`src/rtl/muldiv_issue_ctrl.sv`:
```
// Issue controller for the M-extension MULDIV unit. It holds one request's operands,
// pulses start, polls busy until the unit finishes, then hands the result to write-back.
module muldiv_issue_ctrl #(
  parameter int DATA_WIDTH     = 32,
  parameter int RD_WIDTH       = 5,
  parameter int TIMEOUT_CYCLES = 64
) (
  input  logic                  clk,
  input  logic                  rstLow,
  input  logic                  req_valid_i,
  output logic                  req_ready_o,
  input  logic [2:0]            req_funct3_i,
  input  logic [DATA_WIDTH-1:0] req_rs1_i,
  input  logic [DATA_WIDTH-1:0] req_rs2_i,
  input  logic [RD_WIDTH-1:0]   req_rd_i,
  output logic [DATA_WIDTH-1:0] md_rs1_o,
  output logic [DATA_WIDTH-1:0] md_rs2_o,
  output logic [2:0]            md_funct3_o,
  output logic                  md_start_o,
  input  logic                  md_busy_i,
  input  logic [DATA_WIDTH-1:0] md_c_i,
  output logic                  wb_valid_o,
  input  logic                  wb_ready_i,
  output logic [RD_WIDTH-1:0]   wb_rd_o,
  output logic [DATA_WIDTH-1:0] wb_data_o,
  input  logic                  flush_i,
  output logic                  stall_o,
  output logic                  err_o
);

  localparam int CNT_W = $clog2(TIMEOUT_CYCLES + 1);

  localparam logic [1:0] S_IDLE  = 2'd0;
  localparam logic [1:0] S_START = 2'd1;
  localparam logic [1:0] S_WAIT  = 2'd2;
  localparam logic [1:0] S_WB    = 2'd3;

  logic [1:0]            r_state;
  logic [1:0]            w_state_nxt;
  logic [CNT_W-1:0]      r_cnt;
  logic [CNT_W-1:0]      w_cnt_inc;
  logic [DATA_WIDTH-1:0] r_md_rs1;
  logic [DATA_WIDTH-1:0] r_md_rs2;
  logic [2:0]            r_md_funct3;
  logic [RD_WIDTH-1:0]   r_rd;
  logic [DATA_WIDTH-1:0] r_result;
  logic                  r_err;
  logic                  w_accept;
  logic                  w_done;
  logic                  w_timeout;

  // An idle controller has nothing to abort, so a flush alongside a request is ignored.
  assign w_accept  = (r_state == S_IDLE) & req_valid_i & ~md_busy_i;
  assign w_cnt_inc = (r_cnt == CNT_W'(TIMEOUT_CYCLES)) ? r_cnt : r_cnt + CNT_W'(1);
  assign w_done    = (r_state == S_WAIT) & ~md_busy_i & ~flush_i;
  assign w_timeout = (r_state == S_WAIT) & md_busy_i & ~flush_i
                   & (w_cnt_inc == CNT_W'(TIMEOUT_CYCLES));

  always_comb begin
    w_state_nxt = r_state;
    case (r_state)
      S_IDLE:  if (w_accept) w_state_nxt = S_START;
      S_START: w_state_nxt = S_WAIT;
      S_WAIT: begin
        if (!md_busy_i)     w_state_nxt = (r_rd != '0) ? S_WB : S_IDLE;
        else if (w_timeout) w_state_nxt = S_IDLE;
      end
      S_WB:    if (wb_ready_i) w_state_nxt = S_IDLE;
      default: w_state_nxt = S_IDLE;
    endcase
    if (flush_i && (r_state != S_IDLE)) w_state_nxt = S_IDLE;
  end

  always_ff @(posedge clk or negedge rstLow) begin
    if (!rstLow) begin
      r_state     <= S_IDLE;
      r_cnt       <= '0;
      r_md_rs1    <= '0;
      r_md_rs2    <= '0;
      r_md_funct3 <= '0;
      r_rd        <= '0;
      r_result    <= '0;
      r_err       <= 1'b0;
    end else begin
      r_state <= w_state_nxt;
      r_err   <= w_timeout;
      // Operands change only on acceptance; MULDIV's remainder reuse relies on them staying put.
      if (w_accept) begin
        r_md_rs1    <= req_rs1_i;
        r_md_rs2    <= req_rs2_i;
        r_md_funct3 <= req_funct3_i;
        r_rd        <= req_rd_i;
      end
      if (r_state == S_START) r_cnt <= '0;
      else if ((r_state == S_WAIT) && md_busy_i) r_cnt <= w_cnt_inc;
      if (w_done) r_result <= md_c_i;
    end
  end

  assign req_ready_o = (r_state == S_IDLE) & ~md_busy_i;
  assign md_rs1_o    = r_md_rs1;
  assign md_rs2_o    = r_md_rs2;
  assign md_funct3_o = r_md_funct3;
  assign md_start_o  = (r_state == S_START) & ~flush_i;
  assign wb_valid_o  = (r_state == S_WB) & ~flush_i;
  assign wb_rd_o     = r_rd;
  assign wb_data_o   = r_result;
  assign stall_o     = (r_state != S_IDLE);
  assign err_o       = r_err;

endmodule
```
`config.mk`:
```
export PLATFORM = sky130hd
export DESIGN_NAME = muldiv_issue_ctrl
export DESIGN_NICKNAME = d
export VERILOG_FILES = /design/src/rtl/muldiv_issue_ctrl.sv
export SDC_FILE = /design/constraint.sdc
export NUM_CORES = 1
export LEC_CHECK = 0
export BUFFER_PORTS_ARGS = -buffer_cell sky130_fd_sc_hd__buf_2
export CAP_MARGIN = 20
export CORE_ASPECT_RATIO = 0.5
export CORE_UTILIZATION = 25
export CTS_CLUSTER_DIAMETER = 150
export DETAILED_ROUTE_END_ITERATION = 6
export PLACE_DENSITY_LB_ADDON = 0.3
export SLEW_MARGIN = 20
export SYNTH_ARGS = -nofsm -noshare
export SYNTH_HDL_FRONTEND = slang
export SYNTH_SLANG_ARGS = --single-unit
```
`constraint.sdc`:
```
create_clock -name clk -period 1.7 [get_ports clk]
set_clock_uncertainty 0.15 [all_clocks]
set_input_delay 0.425 -clock clk [delete_from_list [all_inputs] [get_ports clk]]
set_output_delay 0.425 -clock clk [all_outputs]
set_load 0.1 [all_outputs]
```
### After elaboration in Yosys (flattened, before gate mapping)

Index checks and enable logic that the tools add are counted.

* register bits: 114
* output and inout port bits: 109

* reduce and logical (&&, ||, !) cells: 7
* add/sub/neg operators: 1
* bitwise logic cells: 12
* multiplexer cells: 10
* equality and inequality tests: 8

Operator list (count)
* 7-bit two-way mux: 3
* 7-bit == test (second input constant): 2
* 2-bit two-way mux: 6
* 1-bit AND: 10
* 2-bit one-hot mux with 4 select lines: 1
* 7-bit by 1-bit adder with 7-bit output (second input constant): 1
* 5-bit nonzero test: 1
* 2-bit == test (second input constant): 2
* 4-bit by 3-bit inequality test with 1-bit output (second input constant): 1
* 2-bit nonzero test: 2
* 3-bit by 2-bit inequality test with 1-bit output (second input constant): 1
* 3-bit inequality test (second input constant): 1
* 3-bit AND reduction: 1
* 2-bit by 1-bit == test with 1-bit output (second input constant): 1
* 1-bit logical AND: 2
* 2-bit logical NOT: 1
* 1-bit inverter: 2

### Longest topological paths before layout

Gate-level depths: netlist (run 1).

* depth in word-level cells: 8
* gate-level depth with buffers: 7
* gate-level depth less buffers: 6

### Least setup slack after synthesis (run 1)

Ideal clock, no wire load.

* path kind: input to register
* from: input md_busy_i
* to: register r_md_rs2[21] (netlist: md_rs2_o[21])
* buffers on the path: 3
* slack: -1.246 ns
* data arrival time: 2.670 ns
* stages: 6
* data required time: 1.425 ns
* path through: buf_4 nor3_2 and2_1 buf_4 buf_6 mux2_2

* longest elaborated chain between the ends: 2

Ends and longest elaborated chain
* start: declaration: line 20 `input logic md_busy_i,`
* 1-bit inverter: line 53 `assign w_accept = (r_state == S_IDLE) & req_valid_i & ~md_busy_i;`
* 1-bit AND: line 53
* end signal: assignment: line 90 `r_md_rs2 <= req_rs2_i;`
* end: declaration: line 43 `logic [DATA_WIDTH-1:0] r_md_rs2;`

Every way passes these cells.
A chain may end at the register's enable or synchronous reset.

### Final worst setup path (run 1)

* from: register r_state[0]
* to: output wb_valid_o

* longest elaborated chain between the ends: 2

Ends and longest elaborated chain
* start: declaration: line 38 `logic [1:0] r_state;`
* start signal: assignment: line 85 `r_state <= w_state_nxt;`
* 2-bit == test: line 105 `assign wb_valid_o = (r_state == S_WB) & ~flush_i;`
* 1-bit AND: line 105
* end: declaration: line 22 `output logic wb_valid_o,`

Every way passes these cells.

==> impl_metrics.tcl, run 1 <==
set metrics [dict create \
    status "complete, but fails checks" \
    violations "setup timing" \
    port_buffers 218 \
    maxSlewHeadroom_pct 76.7 \
    post-route-period-util_pct 119 \
    end_kind "output pin" \
    required_ns 1.12 \
    finalWeightedCongestion 0.757 \
    drt-total-wl_mm 14.0 \
    slew_violations 0 \
    syn_to_final_growth_pct 77.6 \
    cts_num_sinks 114 \
    fp.dieH_microns 98.6 \
    wire_per_inst_microns 16.8 \
    r2r_slack_ns -0.31 \
    rsz0062_at_grt "true" \
    rr_worst_depth 8 \
    crit_slowest_cell "dfrtp_2" \
    fin_util_pct 46.5 \
    postRouteAntennaNets 0 \
    syn_inst 306 \
    dp_hpwl_mm 8.65 \
    num_rows 34 \
    syn_area_sq_um 4670 \
    start_util_pct 26.2 \
    hold_viol 0 \
    grt_pass1_vias 3858 \
    path_max_fanout 6 \
    via_per_inst 4.33 \
    timing.rr.start "r_state[0]$_DFFE_PN0P_" \
    setup_violations 112 \
    grt_overflow 0 \
    fmax_mhz 493 \
    synth_cell_type_count 41 \
    finalCriticalPeriod_ns 2.03 \
    seq_area_sq_um 2860 \
    criticalPathCategory "register to output pin" \
    numCtsBuffers 17 \
    die_area_sq_um 19200 \
    antenna_found_initial 1 \
    holdPathEnd "md_funct3_o[0]$_DFFE_PN0P_" \
    setup_slack_ns -0.330 \
    clk_latency_ns 0.41 \
    drt-initial-drc-count 132 \
    final_nets 700 \
    fin_tns_setup_ns -27.45 \
    multi_input_comb_area_sq_um 2160 \
    cap_violations 0 \
    ys_ff_latch 114 \
    worst_path_largest_cell_delay_ns 0.41 \
    hp-start "req_funct3_i[0]" \
    whs_path_depth 2 \
    tightest_slew_ns 0.347 \
    grt_max_degree 29 \
    grt_usage_pct 15.0 \
    clock-root-buffer "clkbuf_16" \
    vias 3621 \
    ios 219 \
    final_layout_size_suffix_gt1_share_pct 73.7 \
    syn_nets 418 \
    tritoncts "yes" \
    worstPathCellList "buf_4 -> nand3b_1 -> clkinvlp_4 -> buf_12" \
    clock_path_buffers 2 \
    r2r_end "md_rs2_o[29]$_DFFE_PN0P_" \
    synth_warnings 0 \
    path_clk_slew_ns 0.06 \
    drc 0 \
    grt_pass1_wl_mm 22.0 \
    start_kind "register" \
    seq_area_frac_synth_pct 61.1 \
    coreArea_sq_um 17800 \
    htreeDepth 4 \
    critPathArrivalTime_ns 1.46 \
    drt_pass1_iterations 4 \
    syn_avg_cell_area_sq_um 15.2 \
    hp-class "input port to register" \
    fillCellCount 1570 \
    die_w_microns 195 \
]
==> metrics by stage <==
stage / instances / instance area (sq um) / hold WS (ns) / worst slack [ns]
after floorplan: 306 / 4860 / -0.0206 / -0.784
after global placement: 771 / 6570 / 0.212 / -0.0974
after detailed placement: 771 / 6570 / 0.212 / -0.115
after CTS: 838 / 8350 / 0.0713 / -0.329
after global routing: 836 / 8290 / 0.0744 / -0.392
final: 836 / 8290 / 0.0959 / -0.330
==> registers in the layout (all words and copies together) (netlist names) <==
signal	flops
err_o	1
md_funct3_o	3
md_rs1_o	32
md_rs2_o	32
r_cnt	7
r_state	2
wb_data_o	32
wb_rd_o	5
==> Yosys cell counts <==
cell type	instances	share of area (%)
mux2_2	96	23
nand2b_1	1	0.13
a21oi_1	1	0.11
o31ai_1	2	0.32
and3b_1	1	0.19
or2_0	1	0.13
dfrtp_1	114	61
o21ai_0	6	0.64
a211oi_1	2	0.32
a22oi_1	1	0.16
or2_2	1	0.13
buf_2	1	0.11
a32oi_1	1	0.19
mux2_1	8	1.9
xnor2_1	3	0.56
buf_4	3	0.48
a32o_1	2	0.43
buf_6	10	2.4
o41ai_2	1	0.35
o211ai_1	1	0.16
a22o_1	2	0.38
a21boi_0	1	0.16
and2_1	3	0.40
nor2_1	7	0.56
ha_1	2	0.54
nor4_1	1	0.13
inv_1	4	0.32
nand3b_1	1	0.16
o2bb2ai_1	1	0.19
and4_1	1	0.19
nor4b_4	1	0.51
and4bb_1	1	0.27
o22a_1	1	0.19
nor3_2	1	0.21
clkbuf_1	1	0.080
a21o_1	3	0.48
nand2_1	12	0.97
nand3b_4	1	0.43
or4_1	1	0.16
and3_1	2	0.27
nand3_1	3	0.32
==> placed cells by master, fill, tap and decap left out, drive strengths merged, types with 2 or more instances in the layout <==
cell type,synthesis,layout
a32o,2,2
a211oi,2,2
dfrtp,114,114
a21o,3,3
or2,2,2
ha,2,2
mux2,104,104
o21ai,6,6
xnor2,3,3
clkinv,0,3
nand3b,2,2
nand2,12,12
clkbuf,1,18
inv,4,7
bufinv,0,3
nor2,7,7
clkinvlp,0,5
a22o,2,2
o31ai,2,2
nand3,3,3
and2,3,3
and3,2,2
buf,14,277
==> layer usage <==
metal  part of all wire (%)  GRT usage [%]
met2                     54           26.2
met1                     41           17.9
met4                    1.8           5.63
met3                    2.7           3.73
met5                      0              0
==> worst max path at each step <==
stage                           startpoint                  endpoint  slack (ns)  cells after the start
finish              r_state[0]$_DFFE_PN0P_                wb_valid_o       -0.33                      4
global route        r_state[0]$_DFFE_PN0P_                wb_valid_o       -0.39                      4
CTS                 r_state[0]$_DFFE_PN0P_               req_ready_o       -0.33                      4
detailed placement                 flush_i  wb_data_o[1]$_DFFE_PN0P_       -0.12                      4
global placement                   flush_i  wb_data_o[0]$_DFFE_PN0P_        -0.1                      4
floorplan                        md_busy_i  md_rs2_o[21]$_DFFE_PN0P_       -0.78                      6
==> kinds of logic after synthesis <==
family	after synthesis	synth area share (%)
muxes	104	25.1
adders and majority gates	2	0.536
buffers and inverters	19	3.41
AOI/OAI and AO/OA	25	4.08
xor gates and xnor gates	3	0.563
and+or+nand+nor	39	5.18
DFF	114	61.1
==> worst max-delay path, delay by kind of cell, from the launching register on <==
| family | cells | cell delay, ns |
|---|---|---|
| simple gates | 1 | 0.17 |
| flops | 1 | 0.41 |
| buf+inv | 3 | 0.47 |
==> repair_timing <==
item / in CTS / in global routing
resized for setup: 197 / 27
cloned: 12 / 0
setup endpoints to repair: 199 / 120
buffers inserted: 22 / 5
endpoints found under the hold margin: 17 / 0
pin swaps: 9 / 10
hold buffers: 1 / 0
==> final cells by class <==
class / count / share of cell area [%]
multi-input combinational: 173 / 26.1
tap: 234 / 3.53
inverter: 4 / 0.226
clock buffer: 18 / 5.30
antenna: 1 / 0.0302
sequential: 114 / 34.5
timing repair buffer: 278 / 28.2
clock inverter: 14 / 2.14
Power of run 1 is left out: the tool's default activity adds up to more than one toggle a clock period on the data nets, which glitch-free logic cannot reach.
==> run 2, diff against run 1 <==
- SKIP_LAST_GASP: unset -> 1
==> impl_metrics.tcl, run 2 (synthesis gave the netlist of run 1 again) <==
set metrics [dict create \
    antenna_found_initial 0 \
    grt_usage_pct 14.7 \
    end_kind "output pin" \
    finalWeightedCongestion 0.757 \
    wl_met3_microns 406 \
    hp-class "input port to register" \
    ios 219 \
    start_kind "register" \
    criticalPathCategory "register to output pin" \
    fp.dieH_microns 98.6 \
    placed_area_sq_um 6570 \
    violations "setup timing" \
    setup_slack_ns -0.309 \
    num_rows 34 \
    grt_max_degree 29 \
    grt_pass1_wl_mm 21.6 \
    tritoncts "yes" \
    clock-root-buffer "clkbuf_16" \
    coreArea_sq_um 17800 \
    timing.rr.start "r_state[0]$_DFFE_PN0P_" \
    start_util_pct 26.2 \
    tightest_slew_ns 0.359 \
    status "complete, but fails checks" \
    n_antenna_cell 0 \
    required_ns 1.12 \
    maxSlewHeadroom_pct 75.8 \
    final_layout_size_suffix_gt1_share_pct 73.3 \
    path_clk_slew_ns 0.06 \
    postRouteAntennaNets 0 \
    finalCriticalPeriod_ns 2.01 \
    syn_to_final_growth_pct 77.3 \
    wire_per_inst_microns 16.7 \
    drt_pass1_iterations 4 \
    top_layer "met4" \
    cts_num_sinks 114 \
    slew_violations 0 \
    post-route-period-util_pct 118 \
    dp_hpwl_mm 8.65 \
    vias 3623 \
    cap_violations 0 \
    clk_latency_ns 0.40 \
    drt-total-wl_mm 14.0 \
    port_buffers 218 \
    final_nets 705 \
    startpoint "r_state[0]$_DFFE_PN0P_" \
    grt_overflow 0 \
    hp-start "req_rs2_i[0]" \
    numCtsBuffers 17 \
    path_max_fanout 2 \
    final_area_sq_um 8270 \
    via_per_inst 4.31 \
    final_common_cell "buf_4" \
    die_w_microns 195 \
    r2r_slack_ns -0.29 \
    die_area_sq_um 19200 \
    setup_violations 112 \
    whs_path_depth 2 \
    rsz0062_at_grt "true" \
    drt-initial-drc-count 108 \
    route.met2.wl_mm 7.62 \
    htreeDepth 4 \
    r2r_end "md_rs2_o[31]$_DFFE_PN0P_" \
    grt_pass1_vias 3777 \
    final_cell_mix "buf_4 (124), dfrtp_1 (110), buf_2 (108)" \
    fmax_mhz 498 \
    holdPathEnd "md_rs2_o[0]$_DFFE_PN0P_" \
    dp_slack_ns -0.115 \
    hold_viol 0 \
    critPathArrivalTime_ns 1.43 \
    clock_path_buffers 2 \
    rr_worst_depth 8 \
    drc 0 \
    detail_route.wirelength.met1_mm 5.77 \
]
## run 2: how the worst max path moves through the flow
stage                                          end  cells past startpoint
after floorplan           md_rs2_o[21]$_DFFE_PN0P_                      6
after global placement    wb_data_o[0]$_DFFE_PN0P_                      4
after detailed placement  wb_data_o[1]$_DFFE_PN0P_                      4
after CTS                              req_ready_o                      4
after global routing                   req_ready_o                      4
final                                  req_ready_o                      4
## run 2: metal layers
layer  global-route usage (%)  vias to the layer above
li1                         -                     1675
met1                     17.6                     1858
met2                     26.0                       77
met3                     3.70                       13
met4                     5.09                        0
met5                        0                        -
## run 2: layout make-up
class | count | area (sq um)
clock buffer | 18 | 439
clock inverter | 14 | 178
fill | 1577 | 9550
inverter | 4 | 18.8
multi-input combinational | 173 | 2100
sequential | 114 | 2860
tap | 234 | 293
timing repair buffer | 283 | 2390
## run 2: metrics by stage
stage	cells	hold WS [ns]	TNS (ns)	util [%]
after CTS	838	0.0734	-25.19	45.9
after global routing	840	0.0713	-35.21	46.4
after detailed placement	771	0.212	-8.77	36.9
after global placement	771	0.212	-7.54	36.9
final	840	0.0980	-27.98	46.4
after floorplan	306	-0.0206	-57.77	-
## run 2: timing repair
item | in CTS | in global routing
hold endpoints to repair | 17 | 0
hold buffers | 1 | 0
endpoints found under the setup margin | 199 | 120
setup buffers | 22 | 11
pin swaps | 8 | 9
resized for setup | 155 | 62
cloned | 12 | 1
## run 2: worst max-delay path, cell delays in order, from the launching register on
cell	delay [ns]
dfrtp_2	0.41
buf_6	0.12
nor3_4	0.20
buf_6	0.13
buf_12	0.16
Power of run 2 is left out for the same reason.
